===== src/rtl/image_proc_scheduler.sv =====
// Round-robin scheduler sharing one image-processing datapath among NUM_REQ requesters.
// Holds each legal instruction on dp_iw for DP_LATENCY cycles and returns a tagged response.
package image_proc_pkg;
  localparam logic [3:0] OP_ADD  = 4'd0;
  localparam logic [3:0] OP_ADDI = 4'd1;
  localparam logic [3:0] OP_SUB  = 4'd2;
  localparam logic [3:0] OP_SUBI = 4'd3;

  typedef logic [3:0][7:0] pixelMatrix_t;

  typedef struct packed {
    logic [3:0]   opcode;
    pixelMatrix_t cellA;
    pixelMatrix_t cellB;
    logic [7:0]   userInputA;
  } instruction_t;
endpackage

module image_proc_scheduler
  import image_proc_pkg::*;
#(
  parameter int NUM_REQ    = 4,
  parameter int DP_LATENCY = 1
) (
  input  logic                              clk,
  input  logic                              rst,
  input  logic         [NUM_REQ-1:0]        req_valid,
  input  instruction_t [NUM_REQ-1:0]        req_instr,
  output logic         [NUM_REQ-1:0]        req_ready,
  output instruction_t                      dp_iw,
  input  pixelMatrix_t                      dp_result,
  output logic                              resp_valid,
  output logic         [$clog2(NUM_REQ)-1:0] resp_id,
  output pixelMatrix_t                      resp_result,
  output logic                              resp_err,
  input  logic                              resp_ready,
  output logic                              busy
);
  localparam int IDW  = $clog2(NUM_REQ);
  localparam int CNTW = $clog2(DP_LATENCY + 1);

  // Handshake rule for both ports: a transfer happens in a cycle where valid and
  // ready are both high at the rising edge; valid never waits on ready.
  typedef enum logic [1:0] {S_IDLE, S_EXEC, S_RESP} state_e;

  state_e       state_q, state_d;
  logic [IDW-1:0]  ptr_q, ptr_d;
  logic [CNTW-1:0] cnt_q, cnt_d;
  instruction_t dp_iw_q, dp_iw_d;
  logic         resp_valid_q, resp_valid_d;
  logic [IDW-1:0]  resp_id_q, resp_id_d;
  pixelMatrix_t resp_result_q, resp_result_d;
  logic         resp_err_q, resp_err_d;

  logic [IDW-1:0] grant_idx;
  logic [IDW-1:0] cand;
  logic           grant_vld;
  logic           grant_legal;
  instruction_t   grant_instr;

  // First requesting index at or above ptr, wrapping around.
  always_comb begin
    grant_idx = '0;
    grant_vld = 1'b0;
    cand      = '0;
    for (int k = 0; k < NUM_REQ; k++) begin
      int j;
      j = int'(ptr_q) + k;
      if (j >= NUM_REQ) j = j - NUM_REQ;
      cand = IDW'(j);
      if (!grant_vld && req_valid[cand]) begin
        grant_vld = 1'b1;
        grant_idx = cand;
      end
    end
  end

  assign grant_instr = req_instr[grant_idx];
  assign grant_legal = (grant_instr.opcode == OP_ADD)  || (grant_instr.opcode == OP_ADDI) ||
                       (grant_instr.opcode == OP_SUB)  || (grant_instr.opcode == OP_SUBI);

  always_comb begin
    req_ready = '0;
    if (!rst && state_q == S_IDLE && grant_vld) req_ready[grant_idx] = 1'b1;
  end

  always_comb begin
    state_d       = state_q;
    ptr_d         = ptr_q;
    cnt_d         = cnt_q;
    dp_iw_d       = dp_iw_q;
    resp_valid_d  = resp_valid_q;
    resp_id_d     = resp_id_q;
    resp_result_d = resp_result_q;
    resp_err_d    = resp_err_q;
    case (state_q)
      S_IDLE: begin
        if (grant_vld) begin
          resp_id_d = grant_idx;
          ptr_d     = (grant_idx == IDW'(NUM_REQ - 1)) ? '0 : grant_idx + IDW'(1);
          if (grant_legal) begin
            dp_iw_d = grant_instr;
            cnt_d   = CNTW'(DP_LATENCY);
            state_d = S_EXEC;
          end else begin
            // Rejected instructions never reach the datapath.
            resp_err_d    = 1'b1;
            resp_result_d = '0;
            resp_valid_d  = 1'b1;
            state_d       = S_RESP;
          end
        end
      end
      S_EXEC: begin
        cnt_d = cnt_q - CNTW'(1);
        if (cnt_q == CNTW'(1)) begin
          resp_result_d = dp_result;
          resp_err_d    = 1'b0;
          resp_valid_d  = 1'b1;
          state_d       = S_RESP;
        end
      end
      S_RESP: begin
        if (resp_ready) begin
          resp_valid_d = 1'b0;
          state_d      = S_IDLE;
        end
      end
      default: state_d = S_IDLE;
    endcase
  end

  always_ff @(posedge clk or posedge rst) begin
    if (rst) begin
      state_q       <= S_IDLE;
      ptr_q         <= '0;
      cnt_q         <= '0;
      dp_iw_q       <= '0;
      resp_valid_q  <= 1'b0;
      resp_id_q     <= '0;
      resp_result_q <= '0;
      resp_err_q    <= 1'b0;
    end else begin
      state_q       <= state_d;
      ptr_q         <= ptr_d;
      cnt_q         <= cnt_d;
      dp_iw_q       <= dp_iw_d;
      resp_valid_q  <= resp_valid_d;
      resp_id_q     <= resp_id_d;
      resp_result_q <= resp_result_d;
      resp_err_q    <= resp_err_d;
    end
  end

  assign dp_iw       = dp_iw_q;
  assign resp_valid  = resp_valid_q;
  assign resp_id     = resp_id_q;
  assign resp_result = resp_result_q;
  assign resp_err    = resp_err_q;
  assign busy        = (state_q != S_IDLE);
endmodule


===== config.mk =====
export PLATFORM = sky130hd
export DESIGN_NAME = image_proc_scheduler
export DESIGN_NICKNAME = d
export VERILOG_FILES = /design/src/rtl/image_proc_scheduler.sv
export SDC_FILE = /design/constraint.sdc
export NUM_CORES = 1
export LEC_CHECK = 0
export BUFFER_PORTS_ARGS = -buffer_cell sky130_fd_sc_hd__buf_2
export CAP_MARGIN = 15
export CORE_AREA = 2 2 180 182
export CTS_CLUSTER_DIAMETER = 80
export DETAILED_ROUTE_END_ITERATION = 8
export DIE_AREA = 0 0 182 184
export PLACE_DENSITY = 0.57
export SYNTH_ARGS = -nofsm -noshare
export SYNTH_HDL_FRONTEND = slang
export SYNTH_SLANG_ARGS = --single-unit

===== constraint.sdc =====
create_clock -name clk -period 3.9 [get_ports clk]
set_input_delay 0.78 -clock clk [delete_from_list [all_inputs] [get_ports clk]]
set_output_delay 0.78 -clock clk [all_outputs]
set_load 0.05 [all_outputs]

==> results.md <==
- Internal: 4.64 mW
- Hold violation total from the final report: 0
- Hpwl dp: 17,500 um
- N_diodes: 0
- Minimum clock period: 3240 ps
- DRC viols: 0
- Sequential power share: 22.6%
- Final Wtd Congestion: 0.795
- Die Span Y: 184 um
- Fillers: 3,213
- Comb power frac: 59.2%
- Max-Cap Viols: 0
- Clk slew on worst S/H paths: 60 ps
- Slew Limit Fails: 0
- Pwr Density: 884 nW/um^2
- Setup Total Neg Slack: 0 ps
- DRT iter0 DRCs: 144
- Slew @ Worst Pin: 1000 ps
- Post_cts resized: 0
- CP Class: primary input to output port
- Synth top area cells: dfrtp_1 (42%), mux2i_1 (32%), mux2_2 (10%), a22o_1 (4.0%), mux2_1 (2.0%)
- Final WL: 22,300 um
- Cell taking the most area after synthesis: dfrtp_1
- Nets: 1,350
- Antenna viol nets, final: 0
- Met1 usage: 15.4%
- Gr busiest metal: met2
- Clock Tree Root: clkbuf_16
- Yosys cell types: 37
- Num ports: 460
- Pre-CTS setup slack: 674 ps
- Final number of setup-violating endpoints: 0
- Switching share of power: 48.8%
- Vias per cell: 4.34
- Syn Inst Count: 554
- Die X: 182 um
- TritonRoute pass-1 iters: 4
- Clock sink total: 117
- Vias in the first global route: 6,089
- Post-CTS Setup Inserts: 0
- Critical Path RT: 3120 ps
- Sequential fraction of the synthesis area: 42.3%
- Setup ws final: 664 ps
- Crit start category: primary input
- Gr ovfl total: 0
- Layout area overhead: 48.1%
- CTS tree: yes
- Setup Skew: 7.87 ps
- #FFs+latches synth: 117
- Initial Util: 22.0%
- FMAX: 309 MHz
- Outcome: complete, no violations
- Via count: 6,149
- PortBufs: 459
- Number of hold buffers added after CTS: 0
- RSZ-0062 raised after global routing: false
- Largest net degree at the start of global routing: 93
- Die area: 33,500 sq um
- Crit path max fanout: 11
- Min-delay worst type: register to register
- Maximum clock path buffer count: 2
- Worst-Skew Late Latency: 410 ps
- Area fraction of the dominant cell type after synthesis: 42.3%
- Tot GR Track Use: 12.6%
- GR Util met3: 3.76%
- Avg Synthesized Cell Area: 12.5 sq um
- Core box area: 31,400 sq um
- NetSw: 4.42 mW
- Inserted Clock Buffers: 17
- Routed length per placed instance: 15.7 um
- Share of layout cells above drive strength 1: 56.2%
- H-tree depth: 4
- Peak VDD IR: 0.330 mV
- CP arrival: 2460 ps
- Syn Nets: 901
- Initial antenna violation count: 1
- Relative slew slack: 33.1%
- Ys Warns: 0
- First-pass GRT wire length: 33,000 um
- Setup crit end kind: output port
- Static leakage: 5.65 nW
- Clock Power Share: 18.2%
- Met2 usage: 21.4%
- Rows: 65
- Mapped cell area: 6920 sq um
- Fin crit share: 83.0%
cell type report:
class / count / area [sq um] / area share [%]
Multi-Input combinational cell: 389 / 3750 / 36.6
Sequential cell: 117 / 2930 / 28.6
Timing Repair Buffer: 469 / 2410 / 23.5
Tap cell: 402 / 503 / 4.91
Clock buffer: 19 / 443 / 4.32
Clock inverter: 13 / 170 / 1.66
Inverter: 9 / 43.8 / 0.427
worst paths after layout:
path	from	to	slack, ps	depth (start not counted)
setup reg to reg	ptr_q[1]$_DFFE_PP0P_	dp_iw[66]$_DFFE_PP0P_	1250	7
setup / recovery	req_valid[0]	req_ready[1]	660	8
hold / removal	dp_iw[26]$_DFFE_PP0P_	dp_iw[26]$_DFFE_PP0P_	480	1
min in group asynchronous	rst	dp_iw[34]$_DFFE_PP0P_	530	2
max in group asynchronous	rst	dp_iw[73]$_DFFE_PP0P_	2570	3
hold reg to reg	dp_iw[26]$_DFFE_PP0P_	dp_iw[26]$_DFFE_PP0P_	480	1
state kept, by name, summed over array words and instances (netlist names):
name / count
cnt_q: 1
dp_iw: 76
ptr_q: 2
resp_err: 1
resp_id: 2
resp_result: 32
resp_valid: 1
state_q: 2
Yosys cell counts:
master    instances
and4b_1           1
or4_1             2
o211ai_1          1
o21ba_2           1
a21oi_4           1
mux2_2           63
nor3_2            1
inv_2             1
nor2b_1           4
dfrtp_1         117
o211ai_2          1
o21ai_0           4
o22ai_1           1
inv_1             8
o21ai_1           1
buf_1             3
clkbuf_1          9
nor4_1            3
nand2b_1          3
a21oi_1           6
nand4b_1          1
buf_2            19
nor2_1            8
nand2_1           4
a211oi_1          1
buf_6             4
ha_1              4
mux2_1           12
nor3_1            2
a21o_1            3
and2_1            4
o31a_1            1
buf_4             4
mux2i_1         222
a22o_1           32
or2_2             1
o31ai_1           1
stage by stage:
step / instances / util, % / total power [mW] / instance area [sq um] / hold WS (ps)
finish: 1418 / 32.7 / 9.06 / 10300 / 479
global route: 1418 / 32.7 / 9.59 / 10300 / 491
CTS: 1418 / 32.7 / 9.20 / 10300 / 484
detailed placement: 1386 / 30.7 / 7.49 / 9640 / 469
global placement: 1386 / 30.7 / 7.44 / 9640 / 465
floorplan: 554 / - / 6.21 / 6920 / 498
worst max-delay path, stage by stage:
cell	delay (ps)
buf_2	120
nor2b_1	140
o21ba_2	210
nor3_4	460
inv_1	170
ha_1	230
and2_1	130
buf_2	210
power by group through the flow:
stage | Clock (mW) | Sequential (mW) | Combinational (mW)
4_1_cts | 1.72 | 2.05 | 5.43
5_1_grt | 1.78 | 2.12 | 5.68
6_report | 1.65 | 2.04 | 5.36
2_1_floorplan | 0 | 3.84 | 2.37
3_5_place_dp | 0 | 2.06 | 5.43
3_3_place_gp | 0 | 2.05 | 5.39
routing by layer:
layer  up-vias  share of wire [%]
met4         2                1.7
li1       2965                  -
met5         -              0.058
met3        29                7.0
met2       245                 50
met1      2908                 42
cells by family after synthesis:
logic type	after synthesis	share of synthesized area [%]
mux	297	44.3
flops	117	42.3
compound gates	54	6.27
buf+inv	48	3.60
simple gates	34	2.78
fa+ha+maj	4	0.723
cell usage in the layout, fill, tap and decap left out, drive strengths merged, types with 2 or more instances in the layout:
| master | netlist | layout |
|---|---|---|
| dfrtp | 117 | 117 |
| nand2b | 3 | 3 |
| inv | 9 | 14 |
| nor2 | 8 | 8 |
| nand2 | 4 | 4 |
| a21o | 3 | 3 |
| clkinvlp | 0 | 3 |
| or4 | 2 | 2 |
| clkbuf | 9 | 19 |
| nor4 | 3 | 3 |
| o21ai | 5 | 5 |
| o211ai | 2 | 2 |
| and2 | 4 | 4 |
| bufinv | 0 | 3 |
| a21oi | 7 | 7 |
| ha | 4 | 4 |
| mux2 | 75 | 75 |
| nor2b | 4 | 4 |
| a22o | 32 | 32 |
| clkinv | 0 | 2 |
| nor3 | 3 | 3 |
| mux2i | 222 | 222 |
| buf | 30 | 469 |
Power figures use the tool's default switching activity.
